--- config.mk ---
export PLATFORM = sky130hd
export DESIGN_NAME = rate_enable_gen
export DESIGN_NICKNAME = d
export VERILOG_FILES = /design/src/rtl/rate_enable_gen.sv
export SDC_FILE = /design/constraint.sdc
export NUM_CORES = 1
export LEC_CHECK = 0
export ABC_AREA = 1
export BUFFER_PORTS_ARGS = -buffer_cell sky130_fd_sc_hd__buf_2
export CAP_MARGIN = 20
export CORE_UTILIZATION = 45
export CTS_BUF_LIST = sky130_fd_sc_hd__clkbuf_8 sky130_fd_sc_hd__clkbuf_16
export DETAILED_ROUTE_END_ITERATION = 8
export GPL_ROUTABILITY_DRIVEN = 1
export MAX_ROUTING_LAYER = met4
export SLEW_MARGIN = 20
export SYNTH_ARGS = -nofsm -noshare
export SYNTH_HDL_FRONTEND = slang
export SYNTH_SLANG_ARGS = --single-unit
--- constraint.sdc ---
create_clock -name clk -period 6.03 [get_ports clk]
set_clock_uncertainty 0.2 [all_clocks]
set_input_delay 1.5075 -clock clk [delete_from_list [all_inputs] [get_ports clk]]
set_output_delay 1.5075 -clock clk [all_outputs]
set_load 0.005 [all_outputs]
--- src/rtl/rate_enable_gen.sv ---
// Rate-selectable enable generator with a debounced single-step key.
// Free-running mode (run=1) emits a one-cycle tick every R(speed)+1 cycles.
// Paused mode (run=0) freezes the rate counter and emits one tick per accepted press.
module rate_enable_gen #(
    parameter int CLK_HZ       = 50000000,
    parameter int DEBOUNCE_CYC = 1000000
) (
    input  logic       clk,
    input  logic       clear,
    input  logic [1:0] speed,
    input  logic       run,
    input  logic       step_key,
    output logic       tick,
    output logic       pressed
);

    localparam int CW = $clog2(4 * CLK_HZ);
    localparam int DW = $clog2(DEBOUNCE_CYC + 1);

    typedef enum logic {
        UP   = 1'b0,
        DOWN = 1'b1
    } db_state_t;

    logic [CW-1:0] cnt;
    logic [CW-1:0] reload;
    logic [1:0]    speed_q;
    logic          reload_pend;
    logic          rate_fire;

    logic [1:0]    key_sync;
    logic          key_s;
    db_state_t     state, state_nxt;
    logic [DW-1:0] db_cnt, db_cnt_nxt;
    logic          disagree;
    logic          step_fire;

    // Reload value for the selected rate
    always_comb begin
        reload = '0;
        case (speed)
            2'b00:   reload = '0;
            2'b01:   reload = CW'(CLK_HZ - 1);
            2'b10:   reload = CW'(2 * CLK_HZ - 1);
            default: reload = CW'(4 * CLK_HZ - 1);
        endcase
    end

    // A rate tick fires only on a plain running edge with the counter expired
    assign rate_fire = !reload_pend && (speed == speed_q) && run && (cnt == '0);

    // Rate down-counter; post-reset load and speed changes restart the period silently
    always_ff @(posedge clk or posedge clear) begin
        if (clear) begin
            cnt         <= '0;
            speed_q     <= 2'b00;
            reload_pend <= 1'b1;
        end else begin
            speed_q <= speed;
            if (reload_pend) begin
                cnt         <= reload;
                reload_pend <= 1'b0;
            end else if (speed != speed_q) begin
                cnt <= reload;
            end else if (run) begin
                if (cnt == '0) cnt <= reload;
                else           cnt <= cnt - 1'b1;
            end
        end
    end

    // Two-flop synchronizer for the raw key; idles released (high)
    always_ff @(posedge clk or posedge clear) begin
        if (clear) key_sync <= 2'b11;
        else       key_sync <= {key_sync[0], step_key};
    end

    assign key_s = key_sync[1];

    // Debounce state and disagreement counter registers
    always_ff @(posedge clk or posedge clear) begin
        if (clear) begin
            state  <= UP;
            db_cnt <= '0;
        end else begin
            state  <= state_nxt;
            db_cnt <= db_cnt_nxt;
        end
    end

    // Debounce next state: flip after DEBOUNCE_CYC consecutive disagreeing samples
    always_comb begin
        state_nxt  = state;
        db_cnt_nxt = '0;
        disagree   = (state == UP) ? !key_s : key_s;
        if (disagree) begin
            if (db_cnt == DW'(DEBOUNCE_CYC - 1)) begin
                state_nxt  = (state == UP) ? DOWN : UP;
                db_cnt_nxt = '0;
            end else begin
                db_cnt_nxt = db_cnt + 1'b1;
            end
        end
    end

    // Accepted press while paused produces one step tick
    assign step_fire = (state == UP) && (state_nxt == DOWN) && !run;

    // Registered tick output; rate and step sources are exclusive by run
    always_ff @(posedge clk or posedge clear) begin
        if (clear) tick <= 1'b0;
        else       tick <= rate_fire | step_fire;
    end

    assign pressed = (state == DOWN);

endmodule

==> flow_summary.json, run 1 <==
{
  "finalSetupTns_ns": 0,
  "rows": 33,
  "synth_ff_type": "dfrtp_1",
  "synth_most_common_cell": "nand2_1",
  "cp.required_ns": 6.05,
  "drive_above_1_share_pct": 11.52,
  "fin_crit_sh_pct": 50.71,
  "reg2reg_depth": 12,
  "status": "completed",
  "cp_cell_sequence": "buf_2, xnor2_1, nand2_2, nor2_8, nand2_2, inv_2, nand2_1, nand2_1, inv_1",
  "maxSlewViolCount": 0,
  "crit_slowest_cell": "inv_2",
  "grt_max_degree": 56,
  "multi_input_area_sq_um": 2165,
  "avgViaCountPerCell": 5.188,
  "cts_resized": 0,
  "avgSynthCellArea_sq_um": 6.913,
  "netlist_top_cells_count": "nand2_1 (170), nor2_1 (83), inv_1 (53)",
  "design.final.nets": 576,
  "fp.dieW_um": 94.09,
  "crit_cells": 9,
  "path_clk_slew_ns": 0.11,
  "start_util_pct": 46.44,
  "start_kind": "input port",
  "grt_pass1_wl_um": 16770,
  "min_path_type": "flip-flop to flip-flop",
  "drt_iter0_drc": 296,
  "cts_setup_buffers": 0,
  "cts_max_level": 2,
  "end_kind": "flip-flop",
  "synth_area_leader_cell": "dfrtp_1",
  "yosysWarnings": 0,
  "worst-path-max-fanout": 20,
  "via_count": 3471,
  "cts_tree": "yes",
  "clkLatencyLatePin_ns": 0.32,
  "min_delay_path_depth": 0,
  "crit_family": "simple AND/OR/NAND/NOR gates",
  "die-area_sq_um": 8853,
  "power_w": 0.0008681,
  "p_leak_nw": 1.925,
  "hold-worst-slack_ns": 0.1661,
  "synth-seq-cells": 55,
  "syn2layout_area_growth_pct": 6.852,
  "grt-ovfl-total": 0,
  "nFillCells": 841,
  "synth_edf_count": 0,
  "worst_pin_slew_ns": 1.014,
  "grt_pass1_vias": 3241,
  "period_needed_ns": 3.058,
  "n_antenna_cell": 0,
  "crit_path_max_incr_delay_ns": 0.40,
  "synth_cells": 552,
  "ys_seq_area_share_pct": 36.16,
  "setup_violations": 0,
  "synth_top_area_share_pct": 34.10,
  "arrival_ns": 3.08,
  "cts_root_buf": "clkbuf_8",
  "hold_violations": 0,
  "vdd_ir_drop_max_mv": 0.1119,
  "port_buffers": 7,
  "synth.area.top_cells": "dfrtp_1 (34%), nand2_1 (17%), nor2_1 (8.2%), nand3_1 (6.0%), inv_1 (5.2%)",
  "track_usage_pct": 25.60,
  "first_pass_iters": 5,
  "synth_nets": 565,
  "synth_cell_types": 37,
  "post_drt_wl_per_cell_um": 14.90,
  "dpl.hpwl_um": 7655,
  "antenna_found_initial": 0,
  "fp.dieH_um": 94.09,
  "wl_um": 9966,
  "cts_buffers": 5,
  "cts.hold.buffers_added": 0,
  "slew_headroom_pct": 32.16,
  "clk_path_buf_depth": 2,
  "clock.fmax_mhz": 327.1,
  "p_per_area_nw_per_um2": 212.9,
  "syn_area_sq_um": 3816,
  "cts.sinks": 55,
  "core_sq_um": 8217,
  "async_reset_ff_share_pct": 100.0,
  "regArea_sq_um": 1380,
  "io_pins": 8,
  "rsz0062_at_grt": "false",
  "place_congestion": 0.9477,
  "cp_num_buf_inv": 3,
  "postRouteAntennaNets": 0,
  "crit_type": "input port to flip-flop",
  "post-route-drc-count": 0,
  "cap_violations": 0
}
==> metrics by stage <==
stage / utilization [%] / std cells / setup WS (ns) / instance area (sq um)
after floorplan: - / 552 / 2.985 / 3816
after global placement: 48.18 / 661 / 2.717 / 3959
after detailed placement: 48.18 / 661 / 2.661 / 3959
after CTS: 49.63 / 669 / 2.999 / 4078
after global routing: 49.63 / 669 / 2.893 / 4078
final: 49.63 / 669 / 2.972 / 4078
==> worst reg2reg max path: cells and delay by family, from the launching register on <==
kind	cells	cell delay [ns]
buf+inv	2	0.27
fa+ha+maj	1	0.41
flops	1	0.37
simple gates	9	1.13
==> final cells by class <==
type / count / area share (%)
multi-input cells: 429 / 53.08
flip-flops and latches: 55 / 33.84
inverters: 64 / 5.891
well taps: 105 / 3.222
clock buffers: 5 / 1.688
clock inverters: 3 / 1.227
repair buffers: 8 / 1.043
==> power by group <==
part / total (W) / switching (W) / internal, W
Sequential: 0.000432 / 0.0000368 / 0.000395
Clock: 0.000265 / 0.000137 / 0.000128
Combinational: 0.000171 / 0.000117 / 0.0000543
==> sequential cells by signal, indices dropped and copies added (netlist names) <==
name / count
key_sync: 2
pressed: 1
reload_pend: 1
db_cnt: 20
speed_q: 2
tick: 1
cnt: 28
==> per-layer routing <==
metal | vias to the layer above | global-route usage (%) | wire [um]
met5 | - | - | 0
met4 | 0 | 5.897 | 82
met3 | 7 | 3.641 | 586
met2 | 100 | 34.98 | 3986
met1 | 1591 | 39.24 | 5310
li1 | 1773 | - | -
==> logic make-up after synthesis <==
group / synth area share [%]
DFF: 36.16
xor gates and xnor gates: 5.508
and+or+nand+nor: 43.11
AOI/OAI and AO/OA: 5.705
buffers and inverters: 7.114
other: 0.09827
adders and majority gates: 2.295
==> placed cells by master (no fill, tap or decap), types with 3 or more instances in the layout <==
| cell | synthesis | final |
|---|---|---|
| o21ai_0 | 4 | 4 |
| buf_2 | 1 | 7 |
| nand3_1 | 46 | 46 |
| dfstp_2 | 3 | 3 |
| nor2_2 | 9 | 9 |
| ha_1 | 7 | 7 |
| nand4_1 | 15 | 15 |
| dfrtp_1 | 52 | 52 |
| nand2_1 | 170 | 170 |
| nor3_1 | 11 | 11 |
| nor2_4 | 5 | 5 |
| nor2_1 | 83 | 83 |
| nor4_1 | 3 | 3 |
| a21oi_1 | 6 | 6 |
| nand3b_1 | 3 | 3 |
| xnor2_1 | 6 | 6 |
| inv_2 | 11 | 12 |
| nand2_2 | 8 | 8 |
| o22ai_1 | 3 | 3 |
| o21ai_1 | 15 | 15 |
| inv_1 | 53 | 52 |
| o21ai_2 | 3 | 3 |
| clkbuf_8 | 0 | 5 |
| xor2_1 | 18 | 18 |
==> worst paths after layout <==
check / endpoint / slack [ns] / from
hold / removal: key_sync[1]$_DFF_PP1_ / 0.17 / key_sync[0]$_DFF_PP1_
max in group asynchronous: cnt[13]$_DFFE_PP0P_ / 4.00 / clear
hold reg to reg: key_sync[1]$_DFF_PP1_ / 0.17 / key_sync[0]$_DFF_PP1_
setup reg to reg: cnt[24]$_DFFE_PP0P_ / 3.61 / cnt[0]$_DFFE_PP0P_
min in group asynchronous: db_cnt[1]$_DFF_PP0_ / 1.17 / clear
setup / recovery: cnt[13]$_DFFE_PP0P_ / 2.97 / speed[1]
Note: power is estimated with default switching activity, not from simulation.
==> run 2: changes to the inputs <==
==> constraint.sdc (replaced) <==
create_clock -name clk -period 2.58 [get_ports clk]
set_clock_uncertainty 0.2 [all_clocks]
set_input_delay 0.645 -clock clk [delete_from_list [all_inputs] [get_ports clk]]
set_output_delay 0.645 -clock clk [all_outputs]
set_load 0.005 [all_outputs]
==> flow_summary.json, run 2 (same netlist as run 1, synthesis figures left out) <==
{
  "fin_crit_sh_pct": 84.02,
  "period_needed_ns": 2.168,
  "slew_headroom_pct": 65.93,
  "n_antenna_cell": 0,
  "rsz0062_at_grt": "false",
  "postRouteAntennaNets": 0,
  "grt_pass1_wl_um": 16540,
  "p_leak_nw": 1.932,
  "reg2reg_depth": 10,
  "die-area_sq_um": 8853,
  "drive_above_1_share_pct": 11.99,
  "min_path_type": "input port to async pin",
  "status": "completed",
  "dpl.hpwl_um": 7587,
  "drt_iter0_drc": 292,
  "crit_type": "flip-flop to flip-flop",
  "dpl_worst_slack_ns": 0.3632,
  "fp.dieH_um": 94.09,
  "crit_slowest_cell": "dfrtp_1",
  "arrival_ns": 2.22,
  "start_kind": "flip-flop",
  "worst_pin_slew_ns": 0.5092,
  "rrSetupSlack_ns": 0.41,
  "track_usage_pct": 25.08,
  "maxSlewViolCount": 0,
  "largest_reg_flops": 28,
  "cp_cell_sequence": "inv_1, ha_1, nand2_1, nor2_1, nand3_1, nand2_1, nand2_1, nand2_1, nand2_1, o21ai_1",
  "fin_cells": 672,
  "grt_max_degree": 56,
  "cts.hold.buffers_added": 0,
  "cap_violations": 0,
  "cts_setup_buffers": 0,
  "numPlacedInstances": 664,
  "path_clk_slew_ns": 0.10,
  "cts_resized": 0,
  "fp.dieW_um": 94.09,
  "end_kind": "flip-flop",
  "wl_um": 9897,
  "cts_buffers": 5,
  "worst-path-max-fanout": 6,
  "design.final.nets": 579,
  "via_count": 3496,
  "reg_top3": "cnt (28), db_cnt (20)",
  "cts_root_buf": "clkbuf_8",
  "regMostFlops": "cnt",
  "r2r_end": "cnt[14]$_DFFE_PP0P_",
  "post-route-drc-count": 0,
  "nFillCells": 834,
  "grt_pass1_vias": 3316,
  "hold_violations": 0,
  "mostFrequentLayoutCells": "nand2_1 (170), nor2_1 (83), inv_1 (52), dfrtp_1 (52), nand3_1 (46)",
  "rows": 33,
  "cp.required_ns": 2.63,
  "setup_slack_ns": 0.4122,
  "grt-ovfl-total": 0,
  "cts.sinks": 55,
  "port_buffers": 7,
  "clock.fmax_mhz": 461.3,
  "fin_area_sq_um": 4095,
  "final_common_cell": "nand2_1",
  "first_pass_iters": 5,
  "worst_r2r_startpoint": "cnt[0]$_DFFE_PP0P_",
  "antenna_found_initial": 0,
  "io_pins": 8,
  "core_sq_um": 8217,
  "startpoint": "cnt[0]$_DFFE_PP0P_",
  "cts_tree": "yes",
  "clk_path_buf_depth": 2,
  "crit_path_max_incr_delay_ns": 0.37,
  "clkLatencyLatePin_ns": 0.31,
  "dpl_cell_area_sq_um": 3994,
  "post_drt_wl_per_cell_um": 14.73,
  "finalSetupTns_ns": 0,
  "start_util_pct": 46.44,
  "cts_max_level": 2,
  "vdd_ir_drop_max_mv": 0.2792,
  "setup_violations": 0,
  "cp-endpoint": "cnt[14]$_DFFE_PP0P_",
  "p_per_area_nw_per_um2": 474.5,
  "crit_top_cell": "nand2_1",
  "place_congestion": 0.9579,
  "avgViaCountPerCell": 5.202,
  "syn2layout_area_growth_pct": 7.312
}
==> run 2: cell types whose count changed in the layout (fill, tap and decap cells not counted) <==
cell and delta:
clkinvlp_4 +1, clkbuf_8 +1, bufinv_16 -1, buf_4 +2, buf_12 +1, inv_6 -1
==> run 2: where the power goes <==
group / leakage, nW / switching (W) / internal, W
logic: 1.19 / 0.000272 / 0.000132
registers: 0.692 / 0.0000863 / 0.000923
clock network: 0.0493 / 0.000305 / 0.000225
total: 1.93 / 0.000663 / 0.00128
==> run 2: worst min path at each step <==
stage,to,cells past startpoint
after floorplan,key_sync[1]$_DFF_PP1_,0
after global routing,key_sync[1]$_DFF_PP1_,0
after CTS,db_cnt[0]$_DFF_PP0_,3
after detailed placement,key_sync[1]$_DFF_PP1_,0
final,db_cnt[0]$_DFF_PP0_,3
after global placement,key_sync[1]$_DFF_PP1_,0
==> run 2: per-stage QoR <==
step	power [W]	hold slack, ns	util, %
after floorplan	0.001307	0.1452	-
after global routing	0.002066	0.1736	49.84
after global placement	0.001426	0.1510	48.61
final	0.001943	0.1635	49.84
after CTS	0.001965	0.1671	49.84
after detailed placement	0.001421	0.1511	48.61
==> run 2: final cells by class <==
type / instances / area (sq um) / area share, %
multi-input cells: 429 / 2165 / 52.86
flip-flops and latches: 55 / 1380 / 33.70
inverters: 64 / 240.2 / 5.866
well taps: 105 / 131.4 / 3.208
clock buffers: 6 / 82.58 / 2.016
repair buffers: 11 / 77.57 / 1.894
clock inverters: 2 / 18.77 / 0.4583
==> run 2: routing by layer <==
layer,global-route usage (%),part of all wire [%],up-vias
li1,-,-,1776
met1,37.67,54,1615
met2,34.43,39,89
met3,3.803,4.5,16
met4,7.308,1.9,0
met5,-,0,-
==> run 2: critical path, delay by kind of cell (launching register included) <==
| kind | cells | cell delay (ns) |
|---|---|---|
| buffers and inverters | 1 | 0.17 |
| AND/OR/NAND/NOR | 7 | 0.96 |
| AO/OA/AOI/OAI | 1 | 0.08 |
| flip-flops | 1 | 0.37 |
| adder cells (fa/ha/maj) | 1 | 0.32 |
